[src/rtl/pack_buffer.sv]
// Ping-pong lane gatherer: packs a stream of BITi-bit words into SIZE-lane vectors
// with valid/ready on both sides and early termination via in_last.
module pack_buffer #(
    parameter int SIZE = 8,
    parameter int BITi = 16,
    parameter int BITo = SIZE * BITi,
    parameter int BITn = $clog2(SIZE + 1)
) (
    input  logic            clk,
    input  logic            reset_n,
    input  logic            clear,
    input  logic            in_valid,
    output logic            in_ready,
    input  logic [BITi-1:0] in_data,
    input  logic            in_last,
    output logic            out_valid,
    input  logic            out_ready,
    output logic [BITo-1:0] out_data,
    output logic [BITn-1:0] out_cnt,
    output logic            out_last
);

    localparam int LW = (SIZE > 1) ? $clog2(SIZE) : 1;

    if (BITo != SIZE * BITi || SIZE < 2) begin : g_bad_params
        $error("pack_buffer: BITo must equal SIZE*BITi and SIZE must be at least 2");
    end

    logic [1:0][SIZE-1:0][BITi-1:0] mem_q, mem_d;
    logic [1:0][BITn-1:0]           cnt_q, cnt_d;
    logic [1:0]                     full_q, full_d;
    logic [1:0]                     last_q, last_d;
    logic                           wr_bank_q, wr_bank_d;
    logic                           rd_bank_q, rd_bank_d;
    logic                           rdy_en_q, rdy_en_d;

    logic                           in_acc;
    logic                           out_acc;
    logic [BITn-1:0]                cnt_inc;
    logic [LW-1:0]                  lane;

    // rdy_en_q keeps in_ready low through reset and up to the first clock edge
    assign in_ready  = rdy_en_q & ~full_q[wr_bank_q];
    assign out_valid = full_q[rd_bank_q];
    assign in_acc    = in_valid & in_ready;
    assign out_acc   = out_valid & out_ready;
    assign cnt_inc   = cnt_q[wr_bank_q] + BITn'(1);
    assign lane      = cnt_q[wr_bank_q][LW-1:0];

    assign out_data  = out_valid ? mem_q[rd_bank_q] : '0;
    assign out_cnt   = out_valid ? cnt_q[rd_bank_q] : '0;
    assign out_last  = out_valid ? last_q[rd_bank_q] : 1'b0;

    always_comb begin
        mem_d     = mem_q;
        cnt_d     = cnt_q;
        full_d    = full_q;
        last_d    = last_q;
        wr_bank_d = wr_bank_q;
        rd_bank_d = rd_bank_q;
        rdy_en_d  = 1'b1;
        if (clear) begin
            mem_d     = '0;
            cnt_d     = '0;
            full_d    = '0;
            last_d    = '0;
            wr_bank_d = 1'b0;
            rd_bank_d = 1'b0;
        end else begin
            // in_acc needs a free bank and out_acc a full one, so they never touch the same bank
            if (out_acc) begin
                full_d[rd_bank_q] = 1'b0;
                cnt_d[rd_bank_q]  = '0;
                last_d[rd_bank_q] = 1'b0;
                mem_d[rd_bank_q]  = '0;
                rd_bank_d         = ~rd_bank_q;
            end
            if (in_acc) begin
                mem_d[wr_bank_q][lane] = in_data;
                cnt_d[wr_bank_q]       = cnt_inc;
                if (cnt_inc == BITn'(SIZE) || in_last) begin
                    full_d[wr_bank_q] = 1'b1;
                    last_d[wr_bank_q] = in_last;
                    wr_bank_d         = ~wr_bank_q;
                end
            end
        end
    end

    always_ff @(posedge clk or negedge reset_n) begin
        if (!reset_n) begin
            mem_q     <= '0;
            cnt_q     <= '0;
            full_q    <= '0;
            last_q    <= '0;
            wr_bank_q <= 1'b0;
            rd_bank_q <= 1'b0;
            rdy_en_q  <= 1'b0;
        end else begin
            mem_q     <= mem_d;
            cnt_q     <= cnt_d;
            full_q    <= full_d;
            last_q    <= last_d;
            wr_bank_q <= wr_bank_d;
            rd_bank_q <= rd_bank_d;
            rdy_en_q  <= rdy_en_d;
        end
    end

endmodule
[config.mk]
export PLATFORM = sky130hd
export DESIGN_NAME = pack_buffer
export DESIGN_NICKNAME = d
export VERILOG_FILES = /design/src/rtl/pack_buffer.sv
export SDC_FILE = /design/constraint.sdc
export NUM_CORES = 1
export LEC_CHECK = 0
export CORE_UTILIZATION = 50
export DETAILED_ROUTE_END_ITERATION = 8
export GPL_ROUTABILITY_DRIVEN = 0
export PLACE_DENSITY = 0.7
export SYNTH_ARGS = -nofsm -noshare
export SYNTH_HDL_FRONTEND = slang
export SYNTH_SLANG_ARGS = --single-unit
[constraint.sdc]
create_clock -name clk -period 5.05 [get_ports clk]
set_input_delay 1.2625 -clock clk [delete_from_list [all_inputs] [get_ports clk]]
set_output_delay 1.2625 -clock clk [all_outputs]
set_load 0.1 [all_outputs]
==> results of run 1 <==
[worst paths after layout]
path / start / slack [ns] / cells after the start / to
worst min register to register: mem_q[144] / 0.50 / 2 / mem_q[144]
worst max-delay path: rd_bank_q / 1.16 / 4 / out_data[91]
worst min-delay path: mem_q[144] / 0.50 / 2 / mem_q[144]
worst max register to register: rd_bank_q / 2.29 / 5 / mem_q[249]
max in group asynchronous: reset_n / 3.05 / 2 / mem_q[222]
min in group asynchronous: reset_n / 0.87 / 1 / mem_q[164]
[flip-flops by register name, indices dropped and copies added, names as in the netlist]
| signal | count |
|---|---|
| full_q | 2 |
| last_q | 2 |
| mem_q | 256 |
| rd_bank_q | 1 |
| rdy_en_q | 1 |
| cnt_q | 8 |
| wr_bank_q | 1 |
[final cells by class]
type / count / area [um2] / area share
clock inverters: 14 / 247.7 / 0.01619
well taps: 330 / 412.9 / 0.02699
inverters: 3 / 11.26 / 0.0007361
multi-input cells: 924 / 5537 / 0.3619
clock buffers: 38 / 829.5 / 0.05423
repair buffers: 184 / 1474 / 0.09635
flip-flops and latches: 271 / 6785 / 0.4436
[power breakdown]
part	switching, mW	internal [mW]
combinational	0.247	0.0720
sequential	0.0121	2.19
clock	0.867	1.50
total	1.13	3.76
[worst reg2reg max path, stage by stage, from the launching register on]
cell	delay, ns
dfrtp_4	0.45
buf_12	0.75
nand3_1	0.74
buf_4	0.44
nand3_1	0.13
a21oi_1	0.10
[placed cells by master (no fill, tap or decap), types with 3 or more instances in the layout]
cell type          n
o2111ai_1          4
nor2b_1            4
nand4_1            7
o31ai_1            3
dfrtp_1          270
clkbuf_16         29
mux2i_1          166
and2_1             3
buf_4            159
nand3_1          234
nand2_1           55
o211ai_1           6
nand3b_1           9
buf_12             3
or2_2              6
nor2_1           140
clkbuf_8           7
o21ai_0          194
nand2b_1          16
clkdlybuf4s50_1   20
clkinv_2           6
a21oi_1           38
bufinv_16          7
[metrics by stage]
step / utilization / worst slack, ns / hold slack, ns / instances
after floorplan: - / 1.284 / 0.4681 / 1333
after global placement: 0.5647 / 1.532 / 0.4803 / 1712
after detailed placement: 0.5647 / 1.519 / 0.4894 / 1712
after CTS: 0.6075 / 1.198 / 0.5031 / 1764
after global routing: 0.6075 / 1.131 / 0.5161 / 1764
final: 0.6075 / 1.157 / 0.4977 / 1764
[per-layer routing]
| metal | vias to the layer above | global-route usage | part of all wire |
|---|---|---|---|
| li1 | 4822 | - | - |
| met1 | 5058 | 0.4111 | 0.46 |
| met2 | 334 | 0.4046 | 0.45 |
| met3 | 65 | 0.02699 | 0.055 |
| met4 | 0 | 0.09563 | 0.033 |
| met5 | - | 0 | 0 |
[cell families (layout without fill, tap and decap cells)]
| kind of cell | after synthesis | after routing | synth area share |
|---|---|---|---|
| AO/OA/AOI/OAI | 259 | 259 | 0.1085 |
| XOR/XNOR | 1 | 1 | 0.0006813 |
| other | 1 | 1 | 0.0002916 |
| multiplexers | 170 | 170 | 0.1337 |
| buffers and inverters | 138 | 239 | 0.04476 |
| AND/OR/NAND/NOR | 492 | 492 | 0.1837 |
| flip-flops | 271 | 271 | 0.5274 |
| adder cells (fa/ha/maj) | 1 | 1 | 0.0009729 |
==> out/qor.yml, run 1 <==
status: "finished clean"
crit_slowest_cell: "buf_12"
syn-num-nets: 1356
yosysWarnings: 0
grt_pass1_wl_um: 55620
cp.required_ns: 3.79
grt_pass1_vias: 9535
worstSetupEndpointType: "output pin"
cp_cell_sequence: "buf_12, mux2i_1, nor2_1, buf_4"
antenna_cells: 0
async_flop_share: 1.000
cap_violations: 0
cts_hold_buf: 0
cp_max_fo: 137
cts_tree: "built"
first_iter_violations: 898
die_y_um: 162.4
leakage_nw: 6.254
cts_sinks: 271
ys_seq_area_frac: 0.5274
start_util: 0.5106
cts-root-buf: "clkbuf_16"
routed_via_density: 5.827
synth_top_area_cell: "dfrtp_1"
fmax_mhz: 256.8
dieArea_um2: 26360
slew_violations: 0
yosys-top-cells-area: "dfrtp_1 (53%), mux2i_1 (13%), nand3_1 (9.1%), o21ai_0 (7.6%), nor2_1 (4.1%)"
io_pins: 157
grt_max_degree: 141
finalCritPeriodShare: 0.7710
synth_cell_types: 52
cp_num_buf_inv: 2
wl_per_cell_um: 20.21
ant_nets: 0
ys_ff_latch: 271
syn_inst: 1333
power_mw: 4.886
drive_gt1_frac: 0.1646
cp_top_family: "buffers and inverters"
synth_top_cell_area_share: 0.5274
powerDensity_nw_per_um2: 319.4
num_rows: 58
synth_common_cells: "dfrtp_1 (271), nand3_1 (234), o21ai_0 (195), mux2i_1 (167), nor2_1 (140)"
post_cts_resized: 0
clock_latency_ns: 0.54
core_area_um2: 25180
ys.flop_type: "dfrtp_1"
post_dp_cell_area_um2: 14220
tightestPinTransition_ns: 1.192
drt-total-wl_um: 35650
cts.clk_slew.worst_paths_ns: 0.06
final.setup.tns_ns: 0
cts-htree-levels: 1
post-dp-hpwl_um: 20690
antenna_found_initial: 0
relSlewSlack: 0.2052
synth_edf_count: 0
drc: 0
dr.pass1.iters: 5
grtUsageTotal: 0.2710
final_nets: 1435
criticalPathCategory: "flop to output pin"
die_width_um: 162.4
cts_made_buffers: 28
vdd_drop_max_uv: 251.4
hold_violations: 0
rsz0062_at_grt: "no"
clockBufferDepth: 3
post_cts_buffers: 0
fin_crit_ns: 3.893
grt_overflow: 0
areaGrowthSynthToFinish_pct: 18.96
critical_path.max_stage_delay_ns: 0.75
portBuffers: 156
synth.most_common_cell: "dfrtp_1"
holdCritPathClass: "flop to flop"
fill_cells: 2109
cp.arrival_ns: 2.63
skew_ns: 0.02173
fin_area_um2: 15300
vias: 10279
setup_viol: 0
syn_avg_cell_area_um2: 9.646
syn_area_um2: 12860
worst_setup_path_start_kind: "flop"
(Power assumes the default switching activity.)
==> run 2: changes to the inputs <==
--- a/config.mk
+++ b/config.mk
@@ -8,7 +8,7 @@
 export CORE_UTILIZATION = 50
 export DETAILED_ROUTE_END_ITERATION = 8
 export GPL_ROUTABILITY_DRIVEN = 0
-export PLACE_DENSITY = 0.7
+export PLACE_DENSITY = 0.73
 export SYNTH_ARGS = -nofsm -noshare
 export SYNTH_HDL_FRONTEND = slang
 export SYNTH_SLANG_ARGS = --single-unit
==> constraint.sdc (replaced) <==
create_clock -name clk -period 3.3 [get_ports clk]
set_input_delay 0.825 -clock clk [delete_from_list [all_inputs] [get_ports clk]]
set_output_delay 0.825 -clock clk [all_outputs]
set_load 0.1 [all_outputs]
==> out/qor.yml, run 2 (synthesis results as in run 1) <==
ff_latch_area_um2: 6785  # unchanged
wl_per_cell_um: 20.10  # was 20.21 um
hold_violations: 0  # unchanged
layout_common_cells: "dfrtp_1 (270), nand3_1 (234), o21ai_0 (194)"  # unchanged
p_int_mw: 5.426  # was 3.760 mW
worstSetupEndpointType: "output pin"  # unchanged
worst_setup_path_start_kind: "flop"  # unchanged
drive_gt1_frac: 0.1986  # was 0.1646
critical_path.max_stage_delay_ns: 0.59  # was 0.75 ns
final_nets: 1459  # was 1435
grtUsageTotal: 0.2775  # was 0.2710
reg2reg_depth: 5  # unchanged
antenna_found_initial: 1  # was 0
rr_startpoint: "wr_bank_q"  # was rd_bank_q
vias: 10561  # was 10279
rrSetupSlack_ns: 0.64  # was 2.29 ns
leakage_nw: 6.717  # was 6.254 nW
skew_ns: 0.01389  # was 0.02173 ns
swShare: 0.2354  # was 0.2304
cts.clk_slew.worst_paths_ns: 0.06  # about the same
start_util: 0.5106  # unchanged
top_layer: "met4"  # unchanged
drc: 0  # unchanged
slew_violations: 0  # unchanged
holdCritPathClass: "input pin to async pin"  # was flop to flop
cts-root-buf: "clkbuf_16"  # unchanged
finalCritPeriodShare: 0.9786
die_y_um: 162.4  # unchanged
rsz0062_at_grt: "no"  # unchanged
relSlewSlack: 0.3662  # was 0.2052
cp.required_ns: 2.47  # was 3.79 ns
multiInputGateArea_um2: 5617  # was 5537 um2
reg_top3: "mem_q (256), cnt_q (8)"  # unchanged
largest_reg_flops: 256  # unchanged
power_mw: 7.097  # was 4.886 mW
p_seq_frac: 0.475  # was 0.450
cp_cell_sequence: "mux2i_4, clkbuf_16, nor2_1, buf_12"  # was buf_12, mux2i_1, nor2_1, buf_4
areaGrowthSynthToFinish_pct: 34.15  # was 18.96%
dr.pass1.iters: 5  # unchanged
die_width_um: 162.4  # unchanged
final_common_cell: "dfrtp_1"  # unchanged
cts-htree-levels: 1  # unchanged
grt_overflow: 0  # unchanged
routed_via_density: 5.917  # was 5.827
wl_met2_um: 17100  # was 16180 um
wl_met3_um: 2259  # was 1955 um
clock_latency_ns: 0.53  # was 0.54 ns
drt-total-wl_um: 35870  # was 35650 um
clockBufferDepth: 3  # unchanged
cap_violations: 0  # unchanged
top_register: "mem_q"  # unchanged
core_area_um2: 25180  # unchanged
fill_cells: 1828  # was 2109
cp_top_family: "flip-flops"  # was buffers and inverters
setup_viol: 0  # unchanged
grt_pass1_wl_um: 57190  # was 55620 um
portBuffers: 156  # unchanged
crit_start: "rd_bank_q"  # unchanged
io_pins: 157  # unchanged
num_rows: 58  # unchanged
final_util: 0.6850  # was 0.6075
post-dp-hpwl_um: 22340  # was 20690 um
vdd_drop_max_uv: 348.6  # was 251.4 uV
crit_slowest_cell: "dfrtp_4"  # was buf_12
ant_nets: 0  # unchanged
fmax_mhz: 309.6
m1WireLength_um: 15010  # was 16330 um
cts_made_buffers: 27  # was 28
cp.arrival_ns: 2.40  # was 2.63 ns
cts_hold_buf: 0  # unchanged
dieArea_um2: 26360  # unchanged
antenna_cells: 0  # unchanged
powerDensity_nw_per_um2: 411.4  # was 319.4 nW/um2
cts_sinks: 271  # unchanged
regToRegEndpoint: "mem_q[18]"  # was mem_q[249]
cts_tree: "built"  # unchanged
tightestPinTransition_ns: 0.9506  # was 1.192 ns
power_switching_mw: 1.671  # was 1.126 mW
combPwrFrac: 0.075  # was 0.065
status: "finished clean"  # unchanged
cp_num_buf_inv: 2  # unchanged
grt_max_degree: 114  # was 141
first_iter_violations: 763  # was 898
grt_pass1_vias: 10365  # was 9535
pwr-share-clk: 0.450  # was 0.485
fin_crit_ns: 3.229
criticalPathCategory: "flop to output pin"  # unchanged
cp_max_fo: 113  # was 137
[run 2: worst max-delay path by stage]
| stage | slack (ns) | endpoint | depth (start not counted) |
|---|---|---|---|
| after floorplan | -0.02 | out_data[105] | 5 |
| after global placement | 0.61 | mem_q[143] | 6 |
| after detailed placement | 0.54 | mem_q[143] | 6 |
| after CTS | 0.08 | out_data[95] | 4 |
| after global routing | 0.01 | out_data[15] | 4 |
| final | 0.07 | out_data[15] | 4 |
[run 2: final cells by class]
class,instances,share of cell area
Clock inverter,9,0.007108
Inverter,3,0.0006528
Sequential cell,271,0.3933
Clock buffer,39,0.04700
Timing Repair Buffer,209,0.2024
Tap cell,330,0.02394
Multi-Input combinational cell,924,0.3256
[run 2: repair_timing]
action / 4_1_cts / 5_1_grt
setup buffers: 0 / 0
resized for setup: 0 / 3
hold endpoints to repair: 0 / 0
setup endpoints to repair: 0 / 2
[run 2: per-layer routing]
metal  global-route usage  vias to the layer above
li1                     -                     4869
met2               0.4468                      419
met3              0.03794                       80
met4               0.1209                        0
met5                    0                        -
met1               0.3763                     5193
[run 2: stage by stage]
step / setup WS, ns / hold slack [ns] / cells / cell area [um2] / setup TNS, ns
global route: 0.01204 / 0.2923 / 1785 / 17250 / 0
CTS: 0.08162 / 0.2793 / 1785 / 17240 / 0
detailed placement: 0.5438 / 0.4891 / 1737 / 16310 / 0
global placement: 0.6062 / 0.4797 / 1737 / 16310 / 0
finish: 0.07051 / 0.2622 / 1785 / 17250 / 0
floorplan: -0.01906 / 0.4681 / 1333 / 12940 / -0.5527
[run 2: power by group through the flow]
stage	clock, mW	combinational, mW	sequential (mW)
after floorplan	0	0.276	3.42
after global placement	0	0.521	3.43
after detailed placement	0	0.526	3.43
after CTS	3.23	0.528	3.37
after global routing	3.36	0.566	3.37
final	3.20	0.530	3.37
